$ cat config.mk
export PLATFORM = sky130hd
export DESIGN_NAME = rr_arb8_flat
export DESIGN_NICKNAME = d
export VERILOG_FILES = /design/src/rtl/rr_arb8_if.sv /design/src/rtl/rr_arb8.sv /design/src/flat_wrapper.sv
export SDC_FILE = /design/constraint.sdc
export NUM_CORES = 1
export LEC_CHECK = 0
export ABC_CLOCK_PERIOD_IN_PS = 7000
export CAP_MARGIN = 10
export CORE_MARGIN = 2
export CORE_UTILIZATION = 55
export CTS_CLUSTER_DIAMETER = 60
export CTS_CLUSTER_SIZE = 40
export DETAILED_ROUTE_END_ITERATION = 16
export PLACE_DENSITY = 0.78
export SYNTH_ARGS = -nofsm -noshare
export SYNTH_HDL_FRONTEND = slang
export SYNTH_SLANG_ARGS = --single-unit
$ cat constraint.sdc
create_clock -name clk -period 7 [get_ports clk]
set_input_delay 0.7 -clock clk [delete_from_list [all_inputs] [get_ports clk]]
set_output_delay 0.7 -clock clk [all_outputs]
set_load 0.005 [all_outputs]
$ cat src/rtl/rr_arb8_if.sv
// rr_arb8_if: request/grant bundle between eight requesters and the rr_arb8
// round-robin arbiter.
//   master : requester side, drives req and observes the grant
//   slave  : arbiter side, samples req and drives the grant
interface rr_arb8_if;
    logic [7:0] req;
    logic [7:0] gnt;
    logic [2:0] gnt_idx;
    logic       gnt_vld;

    modport master (
        output req,
        input  gnt,
        input  gnt_idx,
        input  gnt_vld
    );

    modport slave (
        input  req,
        output gnt,
        output gnt_idx,
        output gnt_vld
    );
endinterface

$ cat src/rtl/rr_arb8.sv
// rr_arb8: 8-way round-robin arbiter with a registered one-hot grant.
// A grant is held while the holder keeps its request up. When the holder
// drops, the grant moves on the same edge to the next requester in cyclic
// order after the old holder.
//
// Optional build macro RR_ARB8_TIMEOUT_EN adds a hold-limit counter. With it,
// a holder is pre-empted after HOLD_MAX grant cycles, but only when another
// requester is waiting. Without the macro there is no counter, and grants
// last until they are released.
//
// state | meaning
// IDLE  | no grant outstanding; gnt, gnt_idx and gnt_vld are all zero
// GRANT | one requester owns the grant, whose index is held in gnt_idx
module rr_arb8 #(
    parameter int unsigned HOLD_MAX = 16
) (
    input  logic     clk,
    input  logic     rst_n,
    rr_arb8_if.slave arb
);

    typedef enum logic {
        IDLE  = 1'b0,
        GRANT = 1'b1
    } state_t;

    state_t     state;
    state_t     state_nxt;
    logic [2:0] ptr;
    logic [2:0] ptr_nxt;
    logic [2:0] idx_nxt;

    logic [7:0] gnt_nxt;
    logic [2:0] gnt_idx_nxt;
    logic       gnt_vld_nxt;

    logic [2:0] holder_p1;
    logic       holder_req;
    logic [7:0] others;
    logic [3:0] idle_pick;
    logic [3:0] rel_pick;
    logic [3:0] tmo_pick;
    logic       tmo_move;

    if (HOLD_MAX < 2 || HOLD_MAX > 256) begin : g_bad_hold_max
        $error("rr_arb8: HOLD_MAX must lie in 2..256");
    end

    // Cyclic priority pick: the first set bit of r at or after start, wrapping
    // from 7 to 0. The result is {found, index}. The loop runs from the
    // furthest offset down, so the closest hit is the last one written.
    function automatic logic [3:0] rr_pick(input logic [7:0] r, input logic [2:0] start);
        logic [3:0] res;
        logic [2:0] pos;
        res = 4'd0;
        for (int k = 7; k >= 0; k--) begin
            pos = start + 3'(k);
            if (r[pos]) begin
                res = {1'b1, pos};
            end
        end
        return res;
    endfunction

    assign holder_p1  = arb.gnt_idx + 3'd1;
    assign holder_req = arb.req[arb.gnt_idx];
    assign others     = arb.req & ~arb.gnt;
    assign idle_pick  = rr_pick(arb.req, ptr);
    // On release the holder's own bit is already clear, so the full request
    // vector can be scanned. It is scanned from just past the old holder.
    assign rel_pick   = rr_pick(arb.req, holder_p1);
    assign tmo_pick   = rr_pick(others, holder_p1);

`ifdef RR_ARB8_TIMEOUT_EN
    localparam int unsigned CNT_W = (HOLD_MAX > 2) ? $clog2(HOLD_MAX) : 1;
    localparam logic [CNT_W-1:0] CNT_LIM = CNT_W'(HOLD_MAX - 1);

    logic [CNT_W-1:0] hold_cnt;
    logic [CNT_W-1:0] hold_cnt_nxt;

    assign tmo_move = (state == GRANT) && (hold_cnt == CNT_LIM) && (|others);

    // Hold counter: cleared on every new grant, incremented each grant cycle,
    // and saturated at the limit while nobody else is waiting.
    always_comb begin
        hold_cnt_nxt = hold_cnt;
        if (state_nxt != GRANT || state == IDLE || idx_nxt != arb.gnt_idx) begin
            hold_cnt_nxt = '0;
        end else if (hold_cnt != CNT_LIM) begin
            hold_cnt_nxt = hold_cnt + CNT_W'(1);
        end
    end

    // Hold counter register.
    always_ff @(posedge clk or negedge rst_n) begin
        if (!rst_n) begin
            hold_cnt <= '0;
        end else begin
            hold_cnt <= hold_cnt_nxt;
        end
    end
`else
    assign tmo_move = 1'b0;
`endif

    // State, pointer and registered grant outputs.
    always_ff @(posedge clk or negedge rst_n) begin
        if (!rst_n) begin
            state       <= IDLE;
            ptr         <= 3'd0;
            arb.gnt     <= 8'h00;
            arb.gnt_idx <= 3'd0;
            arb.gnt_vld <= 1'b0;
        end else begin
            state       <= state_nxt;
            ptr         <= ptr_nxt;
            arb.gnt     <= gnt_nxt;
            arb.gnt_idx <= gnt_idx_nxt;
            arb.gnt_vld <= gnt_vld_nxt;
        end
    end

    // Next state, next pointer and next holder index.
    always_comb begin
        state_nxt = state;
        ptr_nxt   = ptr;
        idx_nxt   = arb.gnt_idx;
        case (state)
            IDLE: begin
                if (idle_pick[3]) begin
                    state_nxt = GRANT;
                    idx_nxt   = idle_pick[2:0];
                end else begin
                    idx_nxt   = 3'd0;
                end
            end
            GRANT: begin
                if (!holder_req) begin
                    ptr_nxt = holder_p1;
                    if (rel_pick[3]) begin
                        idx_nxt   = rel_pick[2:0];
                    end else begin
                        state_nxt = IDLE;
                        idx_nxt   = 3'd0;
                    end
                end else if (tmo_move) begin
                    ptr_nxt = holder_p1;
                    idx_nxt = tmo_pick[2:0];
                end
            end
            default: begin
                state_nxt = IDLE;
                idx_nxt   = 3'd0;
            end
        endcase
    end

    // Grant outputs decoded from the next state, ready to be registered.
    always_comb begin
        gnt_vld_nxt = (state_nxt == GRANT);
        gnt_idx_nxt = gnt_vld_nxt ? idx_nxt : 3'd0;
        gnt_nxt     = gnt_vld_nxt ? (8'h01 << idx_nxt) : 8'h00;
    end

endmodule

$ cat src/flat_wrapper.sv
// flat-port wrapper written by rule: the top's interface ports become plain ports
module rr_arb8_flat 
#(
    parameter int unsigned HOLD_MAX = 16
)
  (clk, rst_n, arb_req, arb_gnt, arb_gnt_idx, arb_gnt_vld);
  rr_arb8_if arb_i ();
  input  logic clk;
  input  logic rst_n;
  input wire logic [$bits(arb_i.req)-1:0] arb_req;
  output wire logic [$bits(arb_i.gnt)-1:0] arb_gnt;
  output wire logic [$bits(arb_i.gnt_idx)-1:0] arb_gnt_idx;
  output wire logic [$bits(arb_i.gnt_vld)-1:0] arb_gnt_vld;
  assign arb_i.req = arb_req;
  assign arb_gnt = arb_i.gnt;
  assign arb_gnt_idx = arb_i.gnt_idx;
  assign arb_gnt_vld = arb_i.gnt_vld;
  rr_arb8 #(.HOLD_MAX(HOLD_MAX)) u_core (.clk(clk), .rst_n(rst_n), .arb(arb_i));
endmodule
### Word level (Yosys, flattened, before mapping)

Index checks and enable logic that the tools add are counted.

| operators by class | value |
|---|---|
| add/sub/neg operators | 15 |
| magnitude comparators | 17 |
| shift operators | 1 |
| muxes and demuxes | 60 |
| bitwise operators | 2 |
| reduce and logical (&&, ||, !) cells | 1 |

Operators with widths:

| operator | count |
|---|---|
| < comparator 3 x 4 -> 1 bit, second input constant | 17 |
| 2-to-1 mux 4 bit | 16 |
| binary-select mux 1 bit (select 3 bit) | 17 |
| adder 3 bit, second input constant | 8 |
| 2-to-1 mux 1 bit | 20 |
| adder 3 x 2 -> 3 bit, second input constant | 4 |
| 2-to-1 mux 3 bit | 4 |
| adder 3 x 1 -> 3 bit, second input constant | 3 |
| 2-to-1 mux 8 bit | 1 |
| << shifter 1 x 3 -> 8 bit, first input constant | 1 |
| one-hot mux 3 bit (2 select lines) | 1 |
| NOT 1 bit | 2 |
| one-hot mux 1 bit (2 select lines) | 1 |
| AND reduction 2 bit | 1 |

| storage, ports and cells | value |
|---|---|
| register bits after elaboration | 15 |
| bits of input ports | 10 |
| output and inout bits | 12 |
| word-level logic and storage cells | 100 |

### Longest topological paths before layout

Gate-level depths: netlist of run 1.

| logic depth | value |
|---|---|
| word-level depth | 17 |
| mapped depth | 15 |
| mapped depth without buffers | 11 |

### Least setup slack after synthesis of run 1

Ideal clock, no wire load.

| timing path | value |
|---|---|
| path kind | flip-flop to flip-flop |
| from | register u_core.ptr[1] |
| to | register u_core.arb.gnt[0] |
| library setup time | 0.122 ns |
| data arrival time | 3.542 ns |
| data required time | 6.878 ns |
| slack | 3.336 ns |
| cell stages (with the launch flop) | 15 |
| path buffers | 3 |
| period minus slack after synthesis | 3.664 ns |
| cells stage by stage | dfrtp_1 buf_6 clkbuf_1 inv_1 ha_1 clkbuf_1 mux4_2 mux2i_1 and2_1 nand3_1 nor4_1 a221oi_2 o21ai_4 inv_6 a2111oi_1 |

| on the way | value |
|---|---|
| longest elaborated chain between the ends | 15 |
| elaborated cells on any way between the ends | 37 |
| classes of those cells | 7 x add/sub; 1 x shift; 29 x mux |

RTL lines:

| item | RTL line | source |
|---|---|---|
| start, declared | rr_arb8.sv:29 | `logic [2:0] ptr;` |
| start signal, assigned | rr_arb8.sv:116 | `ptr <= ptr_nxt;` |
| adder 3 bit | rr_arb8.sv:57 | `pos = start + 3'(k);` |
| binary-select mux 1 bit (select 3 bit) | rr_arb8.sv:58 | `if (r[pos]) begin` |
| 2-to-1 mux 1 bit (implied by the code) | rr_arb8.sv:58 |  |
| 2-to-1 mux 4 bit (7 in series) | rr_arb8.sv:58 |  |
| 2-to-1 mux 4 bit (*) | rr_arb8.sv:58 |  |
| 2-to-1 mux 3 bit | rr_arb8.sv:130 | `if (idle_pick[3]) begin` |
| one-hot mux 3 bit (2 select lines) | rr_arb8.sv:128 | `case (state)` |
| << shifter 1 x 3 -> 8 bit | rr_arb8.sv:162 | `gnt_nxt = gnt_vld_nxt ? (8'h01 << idx_nxt) : 8'h00;` |
| 2-to-1 mux 8 bit (*) | rr_arb8.sv:162 |  |
| net u_core.gnt_nxt[0] | rr_arb8.sv:33 | `logic [7:0] gnt_nxt;` |
| end signal, assigned | rr_arb8.sv:117 | `arb.gnt <= gnt_nxt;` |
| end, declared | rr_arb8_if.sv:20 | `output gnt,` |

Mark *: on every way through the listed nets, which the timed path passes. The rest lies on a longest branch. The select of a mux whose other input is x is not followed.
A chain may end at the register's enable or synchronous reset.

### Final worst setup path of run 1

| timing path | value |
|---|---|
| from | register u_core.arb.gnt_idx[0] |
| to | register u_core.arb.gnt[4] |

| on the way | value |
|---|---|
| longest elaborated chain between the ends | 17 |
| elaborated cells on any way between the ends | 42 |
| classes of those cells | 8 x add/sub; 1 x shift; 33 x mux |

RTL lines:

| item | RTL line | source |
|---|---|---|
| start, declared | rr_arb8_if.sv:21 | `output gnt_idx,` |
| start signal, assigned | rr_arb8.sv:118 | `arb.gnt_idx <= gnt_idx_nxt;` |
| adder 3 x 1 -> 3 bit (*) | rr_arb8.sv:65 | `assign holder_p1 = arb.gnt_idx + 3'd1;` |
| net u_core.holder_p1[0] | rr_arb8.sv:37 | `logic [2:0] holder_p1;` |
| adder 3 bit | rr_arb8.sv:57 |  |
| binary-select mux 1 bit (select 3 bit) | rr_arb8.sv:58 |  |
| 2-to-1 mux 1 bit (implied by the code) | rr_arb8.sv:58 |  |
| 2-to-1 mux 4 bit (7 in series) | rr_arb8.sv:58 |  |
| 2-to-1 mux 4 bit (*) | rr_arb8.sv:58 |  |
| 2-to-1 mux 3 bit | rr_arb8.sv:140 | `if (rel_pick[3]) begin` |
| 2-to-1 mux 3 bit | rr_arb8.sv:138 | `if (!holder_req) begin` |
| one-hot mux 3 bit (2 select lines) | rr_arb8.sv:128 |  |
| << shifter 1 x 3 -> 8 bit | rr_arb8.sv:162 |  |
| 2-to-1 mux 8 bit (*) | rr_arb8.sv:162 |  |
| net u_core.gnt_nxt[4] | rr_arb8.sv:33 |  |

Marks and branches as above.

==> flow_summary.json, run 1 <==
{
  "outcome": "finished, final reports clean",
  "clk_pin_slew_worst_paths_ns": 0.06,
  "ys_seq_area_share_pct": 15.3,
  "fp.dieW_um": 70.8,
  "htree_levels": 1,
  "finalHoldViolCount": 0,
  "via_per_inst": 7.22,
  "routed_wl_um": 6250,
  "root_buffer": "clkbuf_8",
  "cts_buffers": 3,
  "worst-endpoint-required_ns": 7.14,
  "grt_pass1_wl_um": 10500,
  "maxSlewHeadroom_pct": 33.2,
  "cpLargestDelayFamily": "compound AO/OA/AOI/OAI gates",
  "cp_max_fo": 29,
  "slowest_delay_ns": 0.99,
  "synth.avg_cell_area_sq_um": 9.40,
  "finClkSkew_ns": 0.000812,
  "clkLatencyLatePin_ns": 0.25,
  "rr_startpoint": "u_core.arb.gnt_idx[0]",
  "fmax_ghz": 0.220,
  "drv_cap": 0,
  "period_share_pct": 64.8,
  "synth_cells": 261,
  "r2r_slack_ns": 2.46,
  "final_common_cell": "clkdlybuf4s50_1",
  "fin_util_pct": 61.5,
  "worst_path_max_delay_cell": "ha_1",
  "ff2ff_path_depth": 11,
  "synthXorXnorAreaFrac_pct": 3.67,
  "grt_usage_pct": 26.0,
  "hpwl_um": 4190,
  "fin_cells": 312,
  "synth-compound-area-share_pct": 20.9,
  "synthDistinctLibCells": 64,
  "path_buf_inv": 2,
  "cts.sinks": 15,
  "cp.arrival_ns": 4.68,
  "die_y_um": 70.8,
  "syn_area_sq_um": 2450,
  "vias": 2252,
  "postCtsSetupRepairBufs": 0,
  "synthMuxAreaShare_pct": 34.3,
  "clockBufferDepth": 2,
  "finalCriticalPeriod_ns": 4.54,
  "wl_per_cell_um": 20.0,
  "postCtsHoldBufs": 0,
  "cp.depth": 11,
  "grt_overflow": 0,
  "synth_fp_nets": 275,
  "dp.cells": 308,
  "synthFlopType": "dfrtp_1",
  "rsz0062_at_grt": "false",
  "yosys_warnings": 0,
  "cp-endpoint": "u_core.arb.gnt[4]",
  "cts_tree": "built",
  "drive_gt1_share_pct": 16.9,
  "place.gp.congestion": 0.949,
  "synthArstFlopShare_pct": 100,
  "yosys.area_share.simple_pct": 16.5,
  "drc_errors": 0,
  "path_class": "reg2reg",
  "setup_tns_ns": 0,
  "tightestPinTransition_ns": 1.00,
  "layout_common_cells": "clkdlybuf4s50_1 (21), mux4_2 (20), mux2i_1 (15), a21oi_1 (15), dfrtp_1 (15)",
  "end_kind": "flip-flop",
  "synth-edff-count": 0,
  "first_iter_violations": 380,
  "antenna_left": 0,
  "setup-violations-final": 0,
  "timing.rr.end": "u_core.arb.gnt[4]",
  "grt_pass1_vias": 2051,
  "crit_start": "u_core.arb.gnt_idx[0]",
  "grt_max_degree": 30,
  "port_buffers": 21,
  "final_nets": 275,
  "antenna_found_initial": 0,
  "area_delta_synth_final_pct": 8.31,
  "antenna_cells": 0,
  "yosys.area_share.adder_pct": 2.04,
  "drt-pass1-iter-count": 6,
  "ios": 22,
  "drv_slew": 0,
  "cts_resized": 0,
  "ys_ff_latch": 15,
  "start_util_pct": 56.7,
  "path_cells": "buf_4 > inv_2 > ha_1 > mux4_2 > and2_1 > nor4_1 > a311oi_1 > a31oi_1 > o21ai_1 > a211oi_2 > nor3b_1",
  "synth_top_family_by_area": "multiplexers",
  "core_area_sq_um": 4320,
  "rows": 24,
  "hp-class": "reg2reg",
  "dieArea_sq_um": 5010,
  "startpoint_type": "flip-flop"
}
-- cells in the mapped netlist, types with 9 or more instances --
| library cell | number | area, sq um |
|---|---|---|
| nor2_1 | 9 | 33.8 |
| mux2i_1 | 15 | 150 |
| buf_2 | 9 | 45.0 |
| clkbuf_1 | 16 | 60.1 |
| nand3_1 | 12 | 60.1 |
| dfrtp_1 | 15 | 375 |
| mux2_2 | 10 | 113 |
| inv_1 | 12 | 45.0 |
| nand2_1 | 13 | 48.8 |
| a21oi_1 | 15 | 75.1 |
| o21ai_0 | 13 | 65.1 |
| mux4_2 | 20 | 450 |
-- area by class of cell --
type,count,area (sq um)
multi-input cells,205,1900
fillers,371,1670
flip-flops and latches,15,375
repair buffers,22,218
well taps,52,65.1
inverters,14,57.6
clock buffers,4,45.0
-- worst reg2reg max path: stages (launching register included) --
cell and delay [ns]:
dfrtp_1 0.33, buf_4 0.31, inv_2 0.17, ha_1 0.99, mux4_2 0.61, and2_1 0.20
nor4_1 0.46, a311oi_1 0.20, a31oi_1 0.19, o21ai_1 0.11, a211oi_2 0.53, nor3b_1 0.32
-- sequential cells by signal, summed over array words and instances, names as in the netlist --
register / count
u_core.ptr: 3
u_core.arb.gnt_vld: 1
u_core.arb.gnt_idx: 3
u_core.arb.gnt: 8
-- worst min path at each step --
| stage | depth (start not counted) | endpoint | slack (ns) | from |
|---|---|---|---|---|
| 2_1_floorplan | 0 | u_core.arb.gnt[0] | 0.40 | rst_n |
| 3_3_place_gp | 1 | u_core.ptr[0] | 0.44 | u_core.arb.gnt_idx[0] |
| 3_5_place_dp | 1 | u_core.ptr[0] | 0.46 | u_core.arb.gnt_idx[0] |
| 4_1_cts | 1 | u_core.ptr[0] | 0.47 | u_core.arb.gnt_idx[0] |
| 5_1_grt | 1 | u_core.ptr[0] | 0.49 | u_core.arb.gnt_idx[0] |
| 6_report | 1 | u_core.ptr[0] | 0.46 | u_core.arb.gnt_idx[0] |
-- routing by layer --
layer	track usage [%]	up-vias	wire, um
met5	0	-	0
met4	5.87	0	76
met3	4.42	10	491
met2	38.7	109	2860
met1	40.1	1106	2820
li1	-	1027	-
-- through the flow --
step	setup WS (ns)	cell area, sq um	hold WS, ns
after floorplan	3.34	2450	0.404
after global placement	2.69	2610	0.440
after detailed placement	2.57	2610	0.463
after CTS	2.57	2660	0.468
after global routing	2.27	2660	0.486
final	2.46	2660	0.463
-- cells by family after synthesis --
kind of cell | after synthesis
fa+ha+maj | 4
flops | 15
compound gates | 71
simple gates | 73
xor+xnor | 7
mux | 50
buf+inv | 41
Power of run 1 is left out: the tool's default activity adds up to more than one toggle a clock period on the data nets, which glitch-free logic cannot reach.
==> inputs of run 2 (changes only) <==
- ABC_CLOCK_PERIOD_IN_PS: 7000 -> 3900
- CORE_UTILIZATION: 55 -> 53
- clock period: 7 -> 3.9 ns (I/O delays scaled with it)
==> flow_summary.json, run 2 (synthesis gave the netlist of run 1 again) <==
{
  "outcome": "finished, final reports clean",
  "setup-violations-final": 0,
  "grt_overflow": 0,
  "multi_input_area_sq_um": 1900,
  "grt_pass1_wl_um": 10700,
  "core_area_sq_um": 4410,
  "hp-class": "in2async",
  "tightestPinTransition_ns": 0.630,
  "root_buffer": "clkbuf_8",
  "fillers": 374,
  "fmax_ghz": 0.279,
  "start_util_pct": 55.6,
  "final_nets": 284,
  "die_y_um": 72.0,
  "end_kind": "flip-flop",
  "top_regs": "u_core.arb.gnt: 8 flops, u_core.arb.gnt_idx: 3 flops, u_core.ptr: 3 flops",
  "drv_cap": 0,
  "cp_max_fo": 28,
  "place.gp.congestion": 0.919,
  "drive_gt1_share_pct": 19.7,
  "fin_util_pct": 61.7,
  "grt_usage_pct": 25.4,
  "postCtsSetupRepairBufs": 0,
  "finalHoldViolCount": 0,
  "ff2ff_path_depth": 11,
  "layout_common_cells": "clkdlybuf4s50_1 (21), mux4_2 (20), mux2i_1 (15), a21oi_1 (15), dfrtp_1 (15)",
  "startpoint_type": "flip-flop",
  "ff_latch_area_sq_um": 375,
  "maxSlewHeadroom_pct": 57.9,
  "finClkSkew_ns": 0.00271,
  "clk_pin_slew_worst_paths_ns": 0.06,
  "final_common_cell": "clkdlybuf4s50_1",
  "postCtsHoldBufs": 0,
  "rows": 24,
  "ios": 22,
  "regMostFlops": "u_core.arb.gnt",
  "dpl_cell_area_sq_um": 2680,
  "via_per_inst": 7.02,
  "cts_tree": "built",
  "antenna_cells": 0,
  "timing.rr.end": "u_core.arb.gnt[0]",
  "r2r_slack_ns": 0.32,
  "port_buffers": 21,
  "drc_errors": 0,
  "period_share_pct": 91.8,
  "cts_buffers": 3,
  "rsz0062_at_grt": "false",
  "cts.sinks": 15,
  "grt_max_degree": 29,
  "clockBufferDepth": 2,
  "clkLatencyLatePin_ns": 0.24,
  "cp.arrival_ns": 3.69,
  "vias": 2253,
  "wl_per_cell_um": 19.4,
  "largest_register_ffs": 8,
  "fin_area_sq_um": 2730,
  "worst-endpoint-required_ns": 4.01,
  "rr_startpoint": "u_core.arb.gnt_idx[0]",
  "hpwl_um": 4370,
  "finalCriticalPeriod_ns": 3.58,
  "area_delta_synth_final_pct": 11.1,
  "routed_wl_um": 6240,
  "htree_levels": 1,
  "drt-pass1-iter-count": 4,
  "dieArea_sq_um": 5190,
  "antenna_found_initial": 0,
  "drv_slew": 0,
  "holdWs_ns": 0.541,
  "setup_tns_ns": 0,
  "fp.dieW_um": 72.0,
  "cts_resized": 0,
  "path_class": "reg2reg",
  "first_iter_violations": 234,
  "antenna_left": 0,
  "grt_pass1_vias": 2142
}
[run 2: worst max path at each step]
stage                     startpoint                end  cells after the start
2_1_floorplan          u_core.ptr[1]  u_core.arb.gnt[0]                     14
3_3_place_gp              arb_req[1]  u_core.arb.gnt[0]                     10
3_5_place_dp              arb_req[3]  u_core.arb.gnt[0]                     10
4_1_cts        u_core.arb.gnt_idx[0]  u_core.arb.gnt[0]                     11
5_1_grt        u_core.arb.gnt_idx[0]  u_core.arb.gnt[6]                     11
6_report       u_core.arb.gnt_idx[0]  u_core.arb.gnt[0]                     11
[run 2: area by class of cell]
class,instances,area share [%]
Sequential cell,15,13.8
Tap cell,52,2.39
Clock buffer,4,1.65
Multi-Input combinational cell,205,69.6
Timing Repair Buffer,31,10.5
Inverter,14,2.11
[run 2: critical path: stages, from the launching register on]
cell and delay, ns:
dfrtp_1 0.40, inv_2 0.12, ha_1 0.33, buf_4 0.32
mux4_2 0.59, a21oi_1 0.18, nor2_1 0.05, o21ai_0 0.22
nand3_1 0.13, a2111oi_0 0.56, a211oi_2 0.20, a2111oi_1 0.34
[run 2: metal layers]
metal,global-route usage (%),vias to the layer above,share of wire (%)
met3,3.06,10,7.6
met5,0,-,0
met1,38.1,1090,45
li1,-,1047,-
met4,5.03,0,1.2
met2,40.0,106,46
[run 2: through the flow]
stage               std cells  setup slack [ns]
finish                    321             0.320
global route              321           0.00931
CTS                       321             0.325
detailed placement        317             0.180
global placement          317             0.282
floorplan                 261             0.236
Power of run 2 is left out for the same reason.
==> inputs of run 3 (changes only) <==
- CORE_UTILIZATION: 53 -> 55
- DONT_BUFFER_PORTS: default -> 1
- PLACE_DENSITY: 0.78 -> 0.74
==> flow_summary.json, run 3 (synthesis gave the netlist of run 1 again) <==
{
  "tightestPinTransition_ns": 0.683,
  "clkLatencyLatePin_ns": 0.24,
  "period_share_pct": 92.5,
  "ios": 22,
  "setup_tns_ns": 0,
  "postCtsSetupRepairBufs": 0,
  "layout_common_cells": "mux4_2 (20), mux2i_1 (15), a21oi_1 (15), dfrtp_1 (15)",
  "drv_slew": 0,
  "top_regs": "u_core.arb.gnt: 8 flops, u_core.arb.gnt_idx: 3 flops, u_core.ptr: 3 flops",
  "fp.dieW_um": 70.8,
  "largest_register_ffs": 8,
  "hp-class": "in2async",
  "antenna_found_initial": 0,
  "outcome": "finished, final reports clean",
  "rows": 24,
  "slowest_delay_ns": 0.52,
  "fillers": 368,
  "grt_overflow": 0,
  "via_per_inst": 7.23,
  "rsz0062_at_grt": "false",
  "grt_pass1_wl_um": 10300,
  "first_iter_violations": 211,
  "setup-violations-final": 0,
  "die_y_um": 70.8,
  "cts_tree": "built",
  "cp_max_fo": 13,
  "worst-endpoint-required_ns": 4.05,
  "grt_pass1_vias": 2043,
  "drc_errors": 0,
  "cp.arrival_ns": 3.76,
  "final_common_cell": "mux4_2",
  "routed_wl_um": 6060,
  "timing.rr.end": "u_core.arb.gnt[6]",
  "finalHoldViolCount": 0,
  "worst_path_max_delay_cell": "dfrtp_1",
  "root_buffer": "clkbuf_8",
  "startpoint_type": "flip-flop",
  "finClkSkew_ns": 0.00263,
  "final_nets": 263,
  "ff2ff_path_depth": 11,
  "grt_max_degree": 20,
  "grt_usage_pct": 24.8,
  "clockBufferDepth": 2,
  "drive_gt1_share_pct": 21.4,
  "path_class": "reg2reg",
  "finalCriticalPeriod_ns": 3.61,
  "regMostFlops": "u_core.arb.gnt",
  "cts_buffers": 3,
  "port_buffers": 0,
  "cts.sinks": 15,
  "clk_pin_slew_worst_paths_ns": 0.06,
  "end_kind": "flip-flop",
  "drt-pass1-iter-count": 4,
  "antenna_left": 0,
  "place.gp.congestion": 0.980,
  "hpwl_um": 4320,
  "path_cells": "inv_2 > ha_1 > buf_4 > mux4_2 > and2_0 > nor4_1 > o2111ai_1 > a31oi_1 > o21ai_1 > a211oi_4 > nor3b_1",
  "maxSlewHeadroom_pct": 54.0,
  "wl_per_cell_um": 20.2,
  "htree_levels": 1,
  "fmax_ghz": 0.277,
  "start_util_pct": 56.7,
  "rr_startpoint": "u_core.arb.gnt_idx[0]",
  "antenna_cells": 0,
  "dieArea_sq_um": 5010,
  "r2r_slack_ns": 0.29,
  "core_area_sq_um": 4320,
  "drv_cap": 0,
  "area_delta_synth_final_pct": 3.16,
  "vias": 2169
}
## run 3: worst max path at each step
stage / to / from
2_1_floorplan: u_core.arb.gnt[0] / u_core.ptr[1]
3_3_place_gp: u_core.arb.gnt[0] / u_core.arb.gnt_idx[0]
3_5_place_dp: u_core.arb.gnt[6] / u_core.arb.gnt_idx[0]
4_1_cts: u_core.arb.gnt[6] / u_core.arb.gnt_idx[0]
5_1_grt: u_core.arb.gnt[0] / u_core.arb.gnt_idx[0]
6_report: u_core.arb.gnt[6] / u_core.arb.gnt_idx[0]
## run 3: per-layer routing
metal	up-vias	global-route usage [%]	part of all wire, %
met4	0	4.61	0.43
met2	98	38.9	51
li1	1007	-	-
met3	4	2.99	7.6
met1	1060	37.6	41
met5	-	0	0
## run 3: area by class of cell
| cell class | count | area [sq um] | share of cell area (%) |
|---|---|---|---|
| multi-input cells | 205 | 1910 | 75.5 |
| flip-flops and latches | 15 | 375 | 14.8 |
| repair buffers | 10 | 77.6 | 3.06 |
| well taps | 52 | 65.1 | 2.57 |
| inverters | 14 | 57.6 | 2.27 |
| clock buffers | 4 | 45.0 | 1.78 |
## run 3: repair_timing
item | CTS | global route
hold buffers | 1 | 0
gates resized for setup | 0 | 3
hold endpoints to repair | 15 | 0
endpoints found under the setup margin | 0 | 1
## run 3: metrics by stage
step	utilization [%]	std cells	worst slack, ns	hold WS (ns)	instance area, sq um
floorplan	-	261	0.236	0.0944	2450
global placement	56.9	295	0.354	0.0946	2460
detailed placement	56.9	295	0.285	0.0946	2460
CTS	58.2	300	0.258	0.621	2520
global route	58.5	300	0.0274	0.631	2530
finish	58.5	300	0.294	0.613	2530
## run 3: critical path: cells and delay by family (launching register included)
kind / cells / cell delay, ns
AO/OA/AOI/OAI: 4 / 0.90
adder cells (fa/ha/maj): 1 / 0.49
buffers and inverters: 2 / 0.42
flip-flops: 1 / 0.52
multiplexers: 1 / 0.38
AND/OR/NAND/NOR: 3 / 0.80
Power of run 3 is left out for the same reason.
